--- config.mk ---
export PLATFORM = sky130hd
export DESIGN_NAME = pipeline_decode_flat
export DESIGN_NICKNAME = d
export VERILOG_FILES = /design/src/rtl/pipeline_decode_pkg.sv /design/src/rtl/pipeline_decode_if.sv /design/src/rtl/pipeline_decode_hazard.sv /design/src/rtl/pipeline_decode.sv /design/src/flat_wrapper.sv
export SDC_FILE = /design/constraint.sdc
export NUM_CORES = 1
export LEC_CHECK = 0
export BUFFER_PORTS_ARGS = -buffer_cell sky130_fd_sc_hd__buf_2
export CORE_MARGIN = 4
export CORE_UTILIZATION = 35
export DETAILED_ROUTE_END_ITERATION = 10
export PLACE_DENSITY_LB_ADDON = 0.12
export SETUP_SLACK_MARGIN = 0.1
export SYNTH_ARGS = -nofsm -noshare
export SYNTH_HDL_FRONTEND = slang
export SYNTH_SLANG_ARGS = --single-unit
--- constraint.sdc ---
create_clock -name clk -period 2.93 [get_ports clk]
set_input_delay 0.4395 -clock clk [delete_from_list [all_inputs] [get_ports clk]]
set_output_delay 0.4395 -clock clk [all_outputs]
set_load 0.02 [all_outputs]
--- src/rtl/pipeline_decode_pkg.sv ---
// Shared decode definitions for the pipeline_decode slice: opcode/funct
// values, early-branch command encodings, stall widths, and a helper that
// splits a 32-bit MIPS-style instruction into the fields decode needs.
// Optional build macro used elsewhere in this slice: MULDIV_HAZARD_EN.
package pipeline_pkg;

    localparam int STALL_W = 2;
    localparam int EBC_W   = 4;

    localparam logic [5:0] OP_RTYPE = 6'h00;
    localparam logic [5:0] LW    = 6'h23;
    localparam logic [5:0] LB    = 6'h20;
    localparam logic [5:0] LBU   = 6'h24;
    localparam logic [5:0] LH    = 6'h21;
    localparam logic [5:0] LHU   = 6'h25;
    localparam logic [5:0] SW    = 6'h2B;
    localparam logic [5:0] SB    = 6'h28;
    localparam logic [5:0] SH    = 6'h29;
    localparam logic [5:0] BEQ   = 6'h04;
    localparam logic [5:0] BNE   = 6'h05;
    localparam logic [5:0] J     = 6'h02;
    localparam logic [5:0] JAL   = 6'h03;
    localparam logic [5:0] ANDI  = 6'h0C;
    localparam logic [5:0] ORI   = 6'h0D;
    localparam logic [5:0] XORI  = 6'h0E;

    localparam logic [5:0] MULT  = 6'h18;
    localparam logic [5:0] MULTU = 6'h19;
    localparam logic [5:0] DIV   = 6'h1A;
    localparam logic [5:0] DIVU  = 6'h1B;
    localparam logic [5:0] MFHI  = 6'h10;
    localparam logic [5:0] MFLO  = 6'h12;

    localparam logic [4:0] LINK_REG = 5'd31;

    typedef enum logic [EBC_W-1:0] {
        EBC_NONE = 4'd0,
        EBC_J    = 4'd1,
        EBC_JAL  = 4'd2
    } ebc_t;

    typedef struct packed {
        logic [4:0]  rs;
        logic [4:0]  rt;
        logic [4:0]  dest;
        logic [31:0] imm;
        logic        is_load;
        logic        is_store;
        logic        is_branch;
        logic        is_j;
        logic        is_jal;
        logic        rs_read;
        logic        rt_read;
        logic        hilo_write;
        logic        hilo_read;
    } decoded_t;

    // rt is only a source for R-type, stores and the two compare branches;
    // for other I-type formats it is the destination.
    function automatic decoded_t decode_inst(input logic [31:0] inst);
        decoded_t   d;
        logic [5:0] op;
        logic [5:0] fn;
        op = inst[31:26];
        fn = inst[5:0];
        d = '0;
        d.rs         = inst[25:21];
        d.rt         = inst[20:16];
        d.is_load    = op inside {LW, LB, LBU, LH, LHU};
        d.is_store   = op inside {SW, SB, SH};
        d.is_j       = (op == J);
        d.is_jal     = (op == JAL);
        d.is_branch  = (op == BEQ) || (op == BNE) || d.is_j || d.is_jal;
        d.rs_read    = !(d.is_j || d.is_jal);
        d.rt_read    = (op == OP_RTYPE) || d.is_store || (op == BEQ) || (op == BNE);
        d.hilo_write = (op == OP_RTYPE) && (fn inside {MULT, MULTU, DIV, DIVU});
        d.hilo_read  = (op == OP_RTYPE) && (fn inside {MFHI, MFLO});
        if (op inside {ANDI, ORI, XORI})
            d.imm = {16'h0000, inst[15:0]};
        else
            d.imm = {{16{inst[15]}}, inst[15:0]};
        if (op == OP_RTYPE)
            d.dest = inst[15:11];
        else if (d.is_jal)
            d.dest = LINK_REG;
        else if (d.is_store || d.is_branch)
            d.dest = 5'd0;
        else
            d.dest = inst[20:16];
        return d;
    endfunction

endpackage

--- src/rtl/pipeline_decode_if.sv ---
// Bus between fetch (master side) and decode (slave side): the fetched
// pc/inst and flush coming in, stall/early-branch feedback and the
// registered decode bundle for the ALU going out.
interface pipeline_decode_if;
    import pipeline_pkg::*;

    logic [31:0]        pc_in;
    logic [31:0]        inst_in;
    logic               late_flush;
    logic [STALL_W-1:0] stall_request;
    logic [EBC_W-1:0]   early_branch_cmd;
    logic               d_valid;
    logic [31:0]        d_pc;
    logic [31:0]        d_inst;
    logic [4:0]         d_rs;
    logic [4:0]         d_rt;
    logic [4:0]         d_dest;
    logic [31:0]        d_imm;
    logic               d_is_load;
    logic               d_is_store;
    logic               d_is_branch;

    modport master (
        output pc_in, inst_in, late_flush,
        input  stall_request, early_branch_cmd, d_valid, d_pc, d_inst,
               d_rs, d_rt, d_dest, d_imm, d_is_load, d_is_store, d_is_branch
    );

    modport slave (
        input  pc_in, inst_in, late_flush,
        output stall_request, early_branch_cmd, d_valid, d_pc, d_inst,
               d_rs, d_rt, d_dest, d_imm, d_is_load, d_is_store, d_is_branch
    );

endinterface

--- src/rtl/pipeline_decode_hazard.sv ---
// Hazard tracking for decode: load-use scoreboard, stall countdown that
// mirrors fetch, and (with MULDIV_HAZARD_EN) HI/LO result age tracking.
// Produces the stall request to fetch and the issue decision for decode.
module decode_hazard
    import pipeline_pkg::*;
(
    input  logic               clk,
    input  logic               rst,
    input  logic               inst_valid,
    input  logic [4:0]         rs,
    input  logic [4:0]         rt,
    input  logic [4:0]         dest,
    input  logic               rs_read,
    input  logic               rt_read,
    input  logic               is_load,
    input  logic               hilo_write,
    input  logic               hilo_read,
    input  logic               late_flush,
    output logic [STALL_W-1:0] stall_request,
    output logic               hazard,
    output logic               issue
);

    logic [4:0]         prev_load_dest;
    logic [STALL_W-1:0] stall_cnt;
    logic               first_cycle;
    logic               load_hazard;
    logic               hilo_hazard;
    logic               stall_busy;
    logic [STALL_W-1:0] req_raw;

`ifdef MULDIV_HAZARD_EN
    logic [STALL_W-1:0] hilo_age;

    // Age of the newest HI/LO writer: set when it issues, then counts down.
    always_ff @(posedge clk) begin
        if (rst || late_flush)
            hilo_age <= '0;
        else if (issue && hilo_write)
            hilo_age <= STALL_W'(2);
        else if (hilo_age != '0)
            hilo_age <= hilo_age - STALL_W'(1);
    end

    assign hilo_hazard = inst_valid && hilo_read && (hilo_age != '0);
    assign req_raw     = hilo_hazard ? hilo_age : STALL_W'(1);
`else
    logic unused_hilo;
    assign unused_hilo = hilo_write ^ hilo_read;
    assign hilo_hazard = 1'b0;
    assign req_raw     = STALL_W'(1);
`endif

    // Register 0 is excluded by requiring a nonzero scoreboard entry.
    assign load_hazard = inst_valid && (prev_load_dest != 5'd0) &&
                         ((rs_read && (rs == prev_load_dest)) ||
                          (rt_read && (rt == prev_load_dest)));

    assign hazard        = (load_hazard || hilo_hazard) && !late_flush && !rst;
    assign stall_busy    = (stall_cnt != '0);
    assign issue         = inst_valid && !hazard && !late_flush && !stall_busy && !rst;
    assign stall_request = (hazard && !stall_busy && !first_cycle) ? req_raw : '0;

    // Scoreboard, stall countdown and first-cycle marker.
    always_ff @(posedge clk) begin
        if (rst) begin
            prev_load_dest <= 5'd0;
            stall_cnt      <= '0;
            first_cycle    <= 1'b1;
        end else begin
            first_cycle <= 1'b0;
            if (late_flush) begin
                prev_load_dest <= 5'd0;
                stall_cnt      <= '0;
            end else begin
                prev_load_dest <= (issue && is_load) ? dest : 5'd0;
                if (stall_request != '0)
                    stall_cnt <= stall_request - STALL_W'(1);
                else if (stall_busy)
                    stall_cnt <= stall_cnt - STALL_W'(1);
            end
        end
    end

endmodule

--- src/rtl/pipeline_decode.sv ---
// DECODE stage: decodes fetch's pc/inst, registers the bundle for the ALU,
// requests stalls on load-use (and, with MULDIV_HAZARD_EN, HI/LO) hazards,
// and issues early redirects for J/JAL. late_flush squashes the stage.
module pipeline_decode
    import pipeline_pkg::*;
#(
    parameter logic [31:0] RESET_PC = 32'h0000_0000
) (
    input logic              clk,
    input logic              rst,
    pipeline_decode_if.slave bus
);

    decoded_t dec;
    logic     inst_valid;
    logic     hazard;
    logic     issue;
    ebc_t     ebc;

    assign dec        = decode_inst(bus.inst_in);
    assign inst_valid = (bus.inst_in != 32'h0);

    decode_hazard u_hazard (
        .clk           (clk),
        .rst           (rst),
        .inst_valid    (inst_valid),
        .rs            (dec.rs),
        .rt            (dec.rt),
        .dest          (dec.dest),
        .rs_read       (dec.rs_read),
        .rt_read       (dec.rt_read),
        .is_load       (dec.is_load),
        .hilo_write    (dec.hilo_write),
        .hilo_read     (dec.hilo_read),
        .late_flush    (bus.late_flush),
        .stall_request (bus.stall_request),
        .hazard        (hazard),
        .issue         (issue)
    );

    // Early redirect only when the jump actually issues this cycle.
    always_comb begin
        ebc = EBC_NONE;
        if (issue && dec.is_jal)
            ebc = EBC_JAL;
        else if (issue && dec.is_j)
            ebc = EBC_J;
    end

    assign bus.early_branch_cmd = ebc;

    // Decoded bundle register; anything not issuing becomes a bubble.
    always_ff @(posedge clk) begin
        if (rst || !issue) begin
            bus.d_valid     <= 1'b0;
            bus.d_pc        <= RESET_PC;
            bus.d_inst      <= 32'h0;
            bus.d_rs        <= 5'd0;
            bus.d_rt        <= 5'd0;
            bus.d_dest      <= 5'd0;
            bus.d_imm       <= 32'h0;
            bus.d_is_load   <= 1'b0;
            bus.d_is_store  <= 1'b0;
            bus.d_is_branch <= 1'b0;
        end else begin
            bus.d_valid     <= 1'b1;
            bus.d_pc        <= bus.pc_in;
            bus.d_inst      <= bus.inst_in;
            bus.d_rs        <= dec.rs;
            bus.d_rt        <= dec.rt;
            bus.d_dest      <= dec.dest;
            bus.d_imm       <= dec.imm;
            bus.d_is_load   <= dec.is_load;
            bus.d_is_store  <= dec.is_store;
            bus.d_is_branch <= dec.is_branch;
        end
    end

endmodule

--- src/flat_wrapper.sv ---
// flat-port wrapper written by rule: the top's interface ports become plain ports
module pipeline_decode_flat import pipeline_pkg::*;
#(
    parameter logic [31:0] RESET_PC = 32'h0000_0000
)
  (clk, rst, bus_pc_in, bus_inst_in, bus_late_flush, bus_stall_request, bus_early_branch_cmd, bus_d_valid, bus_d_pc, bus_d_inst, bus_d_rs, bus_d_rt, bus_d_dest, bus_d_imm, bus_d_is_load, bus_d_is_store, bus_d_is_branch);
  pipeline_decode_if bus_i ();
  input logic clk;
  input logic rst;
  input wire logic [$bits(bus_i.pc_in)-1:0] bus_pc_in;
  input wire logic [$bits(bus_i.inst_in)-1:0] bus_inst_in;
  input wire logic [$bits(bus_i.late_flush)-1:0] bus_late_flush;
  output wire logic [$bits(bus_i.stall_request)-1:0] bus_stall_request;
  output wire logic [$bits(bus_i.early_branch_cmd)-1:0] bus_early_branch_cmd;
  output wire logic [$bits(bus_i.d_valid)-1:0] bus_d_valid;
  output wire logic [$bits(bus_i.d_pc)-1:0] bus_d_pc;
  output wire logic [$bits(bus_i.d_inst)-1:0] bus_d_inst;
  output wire logic [$bits(bus_i.d_rs)-1:0] bus_d_rs;
  output wire logic [$bits(bus_i.d_rt)-1:0] bus_d_rt;
  output wire logic [$bits(bus_i.d_dest)-1:0] bus_d_dest;
  output wire logic [$bits(bus_i.d_imm)-1:0] bus_d_imm;
  output wire logic [$bits(bus_i.d_is_load)-1:0] bus_d_is_load;
  output wire logic [$bits(bus_i.d_is_store)-1:0] bus_d_is_store;
  output wire logic [$bits(bus_i.d_is_branch)-1:0] bus_d_is_branch;
  assign bus_i.pc_in = bus_pc_in;
  assign bus_i.inst_in = bus_inst_in;
  assign bus_i.late_flush = bus_late_flush;
  assign bus_stall_request = bus_i.stall_request;
  assign bus_early_branch_cmd = bus_i.early_branch_cmd;
  assign bus_d_valid = bus_i.d_valid;
  assign bus_d_pc = bus_i.d_pc;
  assign bus_d_inst = bus_i.d_inst;
  assign bus_d_rs = bus_i.d_rs;
  assign bus_d_rt = bus_i.d_rt;
  assign bus_d_dest = bus_i.d_dest;
  assign bus_d_imm = bus_i.d_imm;
  assign bus_d_is_load = bus_i.d_is_load;
  assign bus_d_is_store = bus_i.d_is_store;
  assign bus_d_is_branch = bus_i.d_is_branch;
  pipeline_decode #(.RESET_PC(RESET_PC)) u_core (.clk(clk), .rst(rst), .bus(bus_i));
endmodule
==> flow_summary.ini, run 1 <==
[timing]
period_needed_ns = 2.653
min_period_over_period = 0.9053
fmaxAchievable_mhz = 377.0
worst_pin_slew_ns = 0.5429
rsz0062_at_grt = false
final_hold_viol_count = 0
setup_violations = 0
slew_violations = 0
skew_ns = 0.008497
slew_headroom = 0.6353
setup_tns_ns = 0

[global_routing]
grt_usage = 0.1498
grt_overflow = 0
grt_max_degree = 35
grt_pass1_wl_mm = 11.83
antenna_found_initial = 0
grt_pass1_vias = 2409

[routing]
postRouteAntennaNets = 0
vias = 2490
wl_met2_mm = 4.055
wl_per_cell_um = 14.29
routed_via_density = 4.454
drt_pass1_iterations = 4
drc_errors = 0
wl_met1_mm = 3.084
routed_wirelength_mm = 7.989
drt_iter0_markers = 84
wl_met3_um = 750
dr.max_layer_used = met4

[power_and_ir_drop]
combinationalPowerShare = 0.136
swShare = 0.2678
p_leak_uw = 0.002027
irDropWorstVdd_mv = 0.1905
p_per_area_nw_per_um2 = 555.8
switchingPower_uw = 584.5
p_int_uw = 1598
clkPwrFrac = 0.328
seq_power_share = 0.536

[placed_design]
io_buffers = 184
gp_congestion = 0.8229
post-dp-hpwl_mm = 6.381

[cells_and_area]
syn2layout_area_growth_pct = 26.88
n_antenna_cell = 0
utilization = 0.4526
layout-drive-gt1-share = 0.4590
nets = 513

[yosys]
synth.most_common_cell = dfxtp_1
seq_area_frac_synth = 0.5303
dominantRegCellSynth = dfxtp_1
yosysTopAreaCell = dfxtp_1
synth_area_per_cell_um2 = 10.22
synth-seq-cells = 82
synthArstFlopShare = 0
synth_cells = 303
synth.area.top_cells = dfxtp_1, and2_1, buf_4
synth_area_um2 = 3095
yosys.area.top_type_share = 0.5303
synthDistinctLibCells = 36
synth_edf_count = 0
synthTopCellsByCount = dfxtp_1, and2_1, buf_4, nor2_1, nor3_1
synth_warnings = 0

[job]
drv_cap = 0

[worst_setup_path]
startpoint = bus_inst_in[28]
endpoint_kind = output pin
required_ns = 2.49
cp_max_fo = 10
regToRegSetupSlack_ns = 0.97
r2r_start = u_core.u_hazard.prev_load_dest[1]
cp-start-kind = input port
crit_arrival_ns = 2.21
path_class = input port to output pin

[status]
status = complete, no violations

[floorplan]
core_um2 = 8678
num_rows = 34
die_w_um = 102.0
fp.dieH_um = 102.0
ioPinCount = 188
dieArea_um2 = 10410
initial_core_util = 0.3567

[clock_tree]
numCtsBuffers = 9
cts.sinks = 82
htree_levels = 3
cts_tree = built
clkTransAtPathRegs_ns = 0.08
cts_buffer_depth = 2
ctsHoldBuffers = 0
cts_resized = 0
postCtsSetupBuffers = 0
clock-root-buffer = clkbuf_8
clk_latency_ns = 0.34

[min_path]
min_path_type = input port to flip-flop
hp-start = rst
==> kinds of logic (layout without fill, tap and decap cells) <==
family,count (synthesis),after routing,share of synthesized area
AO/OA/AOI/OAI,19,19,0.04568
XOR/XNOR,11,11,0.03112
buffers and inverters,63,209,0.1475
flip-flops,82,82,0.5303
multiplexers,1,1,0.003234
other,1,3,0.001211
AND/OR/NAND/NOR,126,126,0.2409
==> layer usage <==
metal	up-vias	track usage
li1	1231	-
met1	1129	0.1674
met2	122	0.2654
met3	8	0.04915
met4	0	0.05449
met5	-	0
==> flip-flops by register name, indices dropped and copies added, names as in the netlist <==
signal	flops
u_core.u_hazard.prev_load_dest	5
u_core.bus.d_rs	4
u_core.bus.d_pc	32
u_core.u_hazard.stall_cnt	2
u_core.bus.d_is_store	1
u_core.bus.d_valid	1
u_core.bus.d_inst	9
u_core.bus.d_rt	4
u_core.bus.d_is_load	1
u_core.bus.d_dest	5
u_core.bus.d_is_branch	1
u_core.u_hazard.first_cycle	1
u_core.bus.d_imm	16
==> metrics by stage <==
stage	std cells	power, uW	setup WS [ns]	cell area, um2	hold WS, ns
floorplan	305	1399	0.5359	3103	0.4275
global placement	543	1497	0.3325	3755	0.4456
detailed placement	543	1497	0.3071	3755	0.4730
CTS	559	2227	0.2942	3928	0.2287
global route	559	2299	0.1375	3928	0.2286
finish	559	2183	0.2774	3928	0.2520
==> cell type report <==
| type | count | area (um2) |
|---|---|---|
| Fill cell | 899 | 4751 |
| Sequential cell | 82 | 1642 |
| Multi-Input combinational cell | 160 | 1005 |
| Timing Repair Buffer | 189 | 958.4 |
| Clock buffer | 12 | 145.1 |
| Tap cell | 108 | 135.1 |
| Clock inverter | 4 | 27.53 |
| Inverter | 4 | 15.01 |
==> worst paths after layout <==
path	endpoint	cells after the start
hold reg to reg	u_core.u_hazard.stall_cnt[0]	1
hold / removal	u_core.u_hazard.first_cycle	1
setup reg to reg	u_core.bus.d_rs[1]	7
setup / recovery	bus_early_branch_cmd[1]	8
==> cells in the final DEF, fill, tap and decap left out, types with 5 or more instances in the layout <==
cell and count:
xor2_1 5, o211ai_1 7, clkbuf_8 10, nor2_1 17
and2_1 63, a22oi_1 5, nor3_1 12, nor4_1 9
dfxtp_1 82, buf_4 5, xnor2_1 6, buf_2 184
==> worst max-delay path: stages <==
cell and delay, ns:
buf_2 0.16, nor4_4 0.56, nand4_1 0.13, or3_1 0.37, nand4_1 0.16, buf_4 0.18
nor2_1 0.06, buf_2 0.15
==> power groups by stage <==
stage               logic (uW)  registers [uW]  clock network, uW
detailed placement         300            1200                  0
global route               324            1180                800
global placement           302            1200                  0
CTS                        301            1170                755
finish                     297            1170                717
floorplan                  152            1250                  0
(Power assumes the default switching activity.)
==> run 2, diff against run 1 <==
--- a/config.mk
+++ b/config.mk
@@ -9,8 +9,9 @@
 export CORE_MARGIN = 4
 export CORE_UTILIZATION = 35
 export DETAILED_ROUTE_END_ITERATION = 10
+export HOLD_SLACK_MARGIN = 0.15
 export PLACE_DENSITY_LB_ADDON = 0.12
-export SETUP_SLACK_MARGIN = 0.1
+export SETUP_SLACK_MARGIN = 0.5
 export SYNTH_ARGS = -nofsm -noshare
 export SYNTH_HDL_FRONTEND = slang
 export SYNTH_SLANG_ARGS = --single-unit
==> run 2 against run 1 <==
Net effect:
- design area is 2.3% higher
- combinational power rose by 3%
- via count rose by 2.1%
- highest routed layer unchanged
- critical path type unchanged
- largest power group unchanged
- final cell count grew 1.3%
- die area did not move
- first-iteration DRC count is 2.4% lower
==> flow_summary.ini, run 2 (synthesized netlist as in run 1, its figures left out) <==
[status]
status = complete, no violations

[global_routing]
grt_pass1_wl_mm = 12.24
grt_pass1_vias = 2479
grt_overflow = 0
antenna_found_initial = 0
grt_max_degree = 35
grt_usage = 0.1546

[placed_design]
gp_congestion = 0.8229
dp_cells = 543
post-dp-hpwl_mm = 6.381
io_buffers = 184

[timing]
min_period_over_period = 0.8714
skew_ns = 0.007821
final_hold_viol_count = 0
setup_tns_ns = 0
slew_violations = 0
fmaxAchievable_mhz = 391.7
setup_violations = 0
period_needed_ns = 2.553
rsz0062_at_grt = true

[clock_tree]
cts.sinks = 82
clkTransAtPathRegs_ns = 0.08
htree_levels = 3
numCtsBuffers = 9
cts_tree = built
clk_latency_ns = 0.34
clock-root-buffer = clkbuf_8
cts_buffer_depth = 2

[cells_and_area]
multiInputGateArea_um2 = 1018
largest_register = u_core.bus.d_pc
nets = 520
fill_cells = 889
final_common_cell = buf_2
layout.area.seq_um2 = 1645
n_antenna_cell = 0
fin_cells = 566
layout-drive-gt1-share = 0.4803
syn2layout_area_growth_pct = 29.79
layout_common_cells = buf_2, dfxtp_1, and2_1, nor2_1, nor3_1
largestRegisters = u_core.bus.d_pc x32, u_core.bus.d_imm x16, u_core.bus.d_inst x9
largest_reg_flops = 32
utilization = 0.4629

[worst_setup_path]
required_ns = 2.49
cp_max_fo = 7
crit_arrival_ns = 2.11
path_class = input port to output pin
endpoint_kind = output pin
cp-start-kind = input port

[job]
drv_cap = 0

[power_and_ir_drop]
irDropWorstVdd_mv = 0.1898
p_per_area_nw_per_um2 = 545.2
p_leak_uw = 0.002066

[floorplan]
fp.dieH_um = 102.0
initial_core_util = 0.3567
core_um2 = 8678
dieArea_um2 = 10410
die_w_um = 102.0
num_rows = 34
ioPinCount = 188

[routing]
drt_iter0_markers = 82
routed_wirelength_mm = 8.230
drc_errors = 0
vias = 2542
wl_per_cell_um = 14.54
drt_pass1_iterations = 4
postRouteAntennaNets = 0
routed_via_density = 4.491

[min_path]
min_path_type = input port to flip-flop
run 2: final timing paths:
kind         depth (start not counted)  slack, ns                               from                            to
max                                  8       0.38                    bus_inst_in[29]       bus_early_branch_cmd[0]
min                                  1       0.25                                rst   u_core.u_hazard.first_cycle
max reg2reg                          9       0.67  u_core.u_hazard.prev_load_dest[2]            u_core.bus.d_rs[1]
min reg2reg                          1       0.48       u_core.u_hazard.stall_cnt[0]  u_core.u_hazard.stall_cnt[0]
run 2: routing by layer:
layer	global-route usage	vias to the layer above	wire length, um
met5	0	-	0
met4	0.06054	0	98
met3	0.05051	8	751
met2	0.2739	129	4182
met1	0.1712	1159	3197
li1	-	1246	-
run 2: worst max-delay path, stage by stage:
cell	delay [ns]
buf_2	0.15
or2_2	0.34
or3_1	0.34
a211o_1	0.33
nand4_1	0.16
inv_2	0.05
and3b_1	0.18
buf_6	0.13
run 2: layout make-up:
class	count	area share
Sequential cell	82	0.4095
Clock inverter	4	0.006851
Inverter	4	0.003737
Clock buffer	12	0.03613
Tap cell	108	0.03363
Timing Repair Buffer	196	0.2566
Multi-Input combinational cell	160	0.2535
run 2: power breakdown:
| part | leakage (uW) | switching, uW | internal [uW] |
|---|---|---|---|
| Sequential | 0.000674 | 14.8 | 1150 |
| Clock | 0.0000786 | 385 | 330 |
| Combinational | 0.00131 | 187 | 119 |
run 2: repair_timing:
action | CTS | global route
setup endpoints to repair | 3 | 3
hold buffers | 0 | 0
buffers inserted | 6 | 1
resized for setup | 8 | 5
pin swaps | 3 | 7
run 2: per-stage QoR:
step	setup WS (ns)	instance area [um2]	total power, uW	hold slack [ns]
2_1_floorplan	0.5359	3103	1399	0.4275
3_5_place_dp	0.3071	3755	1497	0.4730
5_1_grt	0.2998	4018	2308	0.2286
3_3_place_gp	0.3325	3755	1497	0.4456
4_1_cts	0.3792	3994	2233	0.2287
6_report	0.3767	4018	2190	0.2524
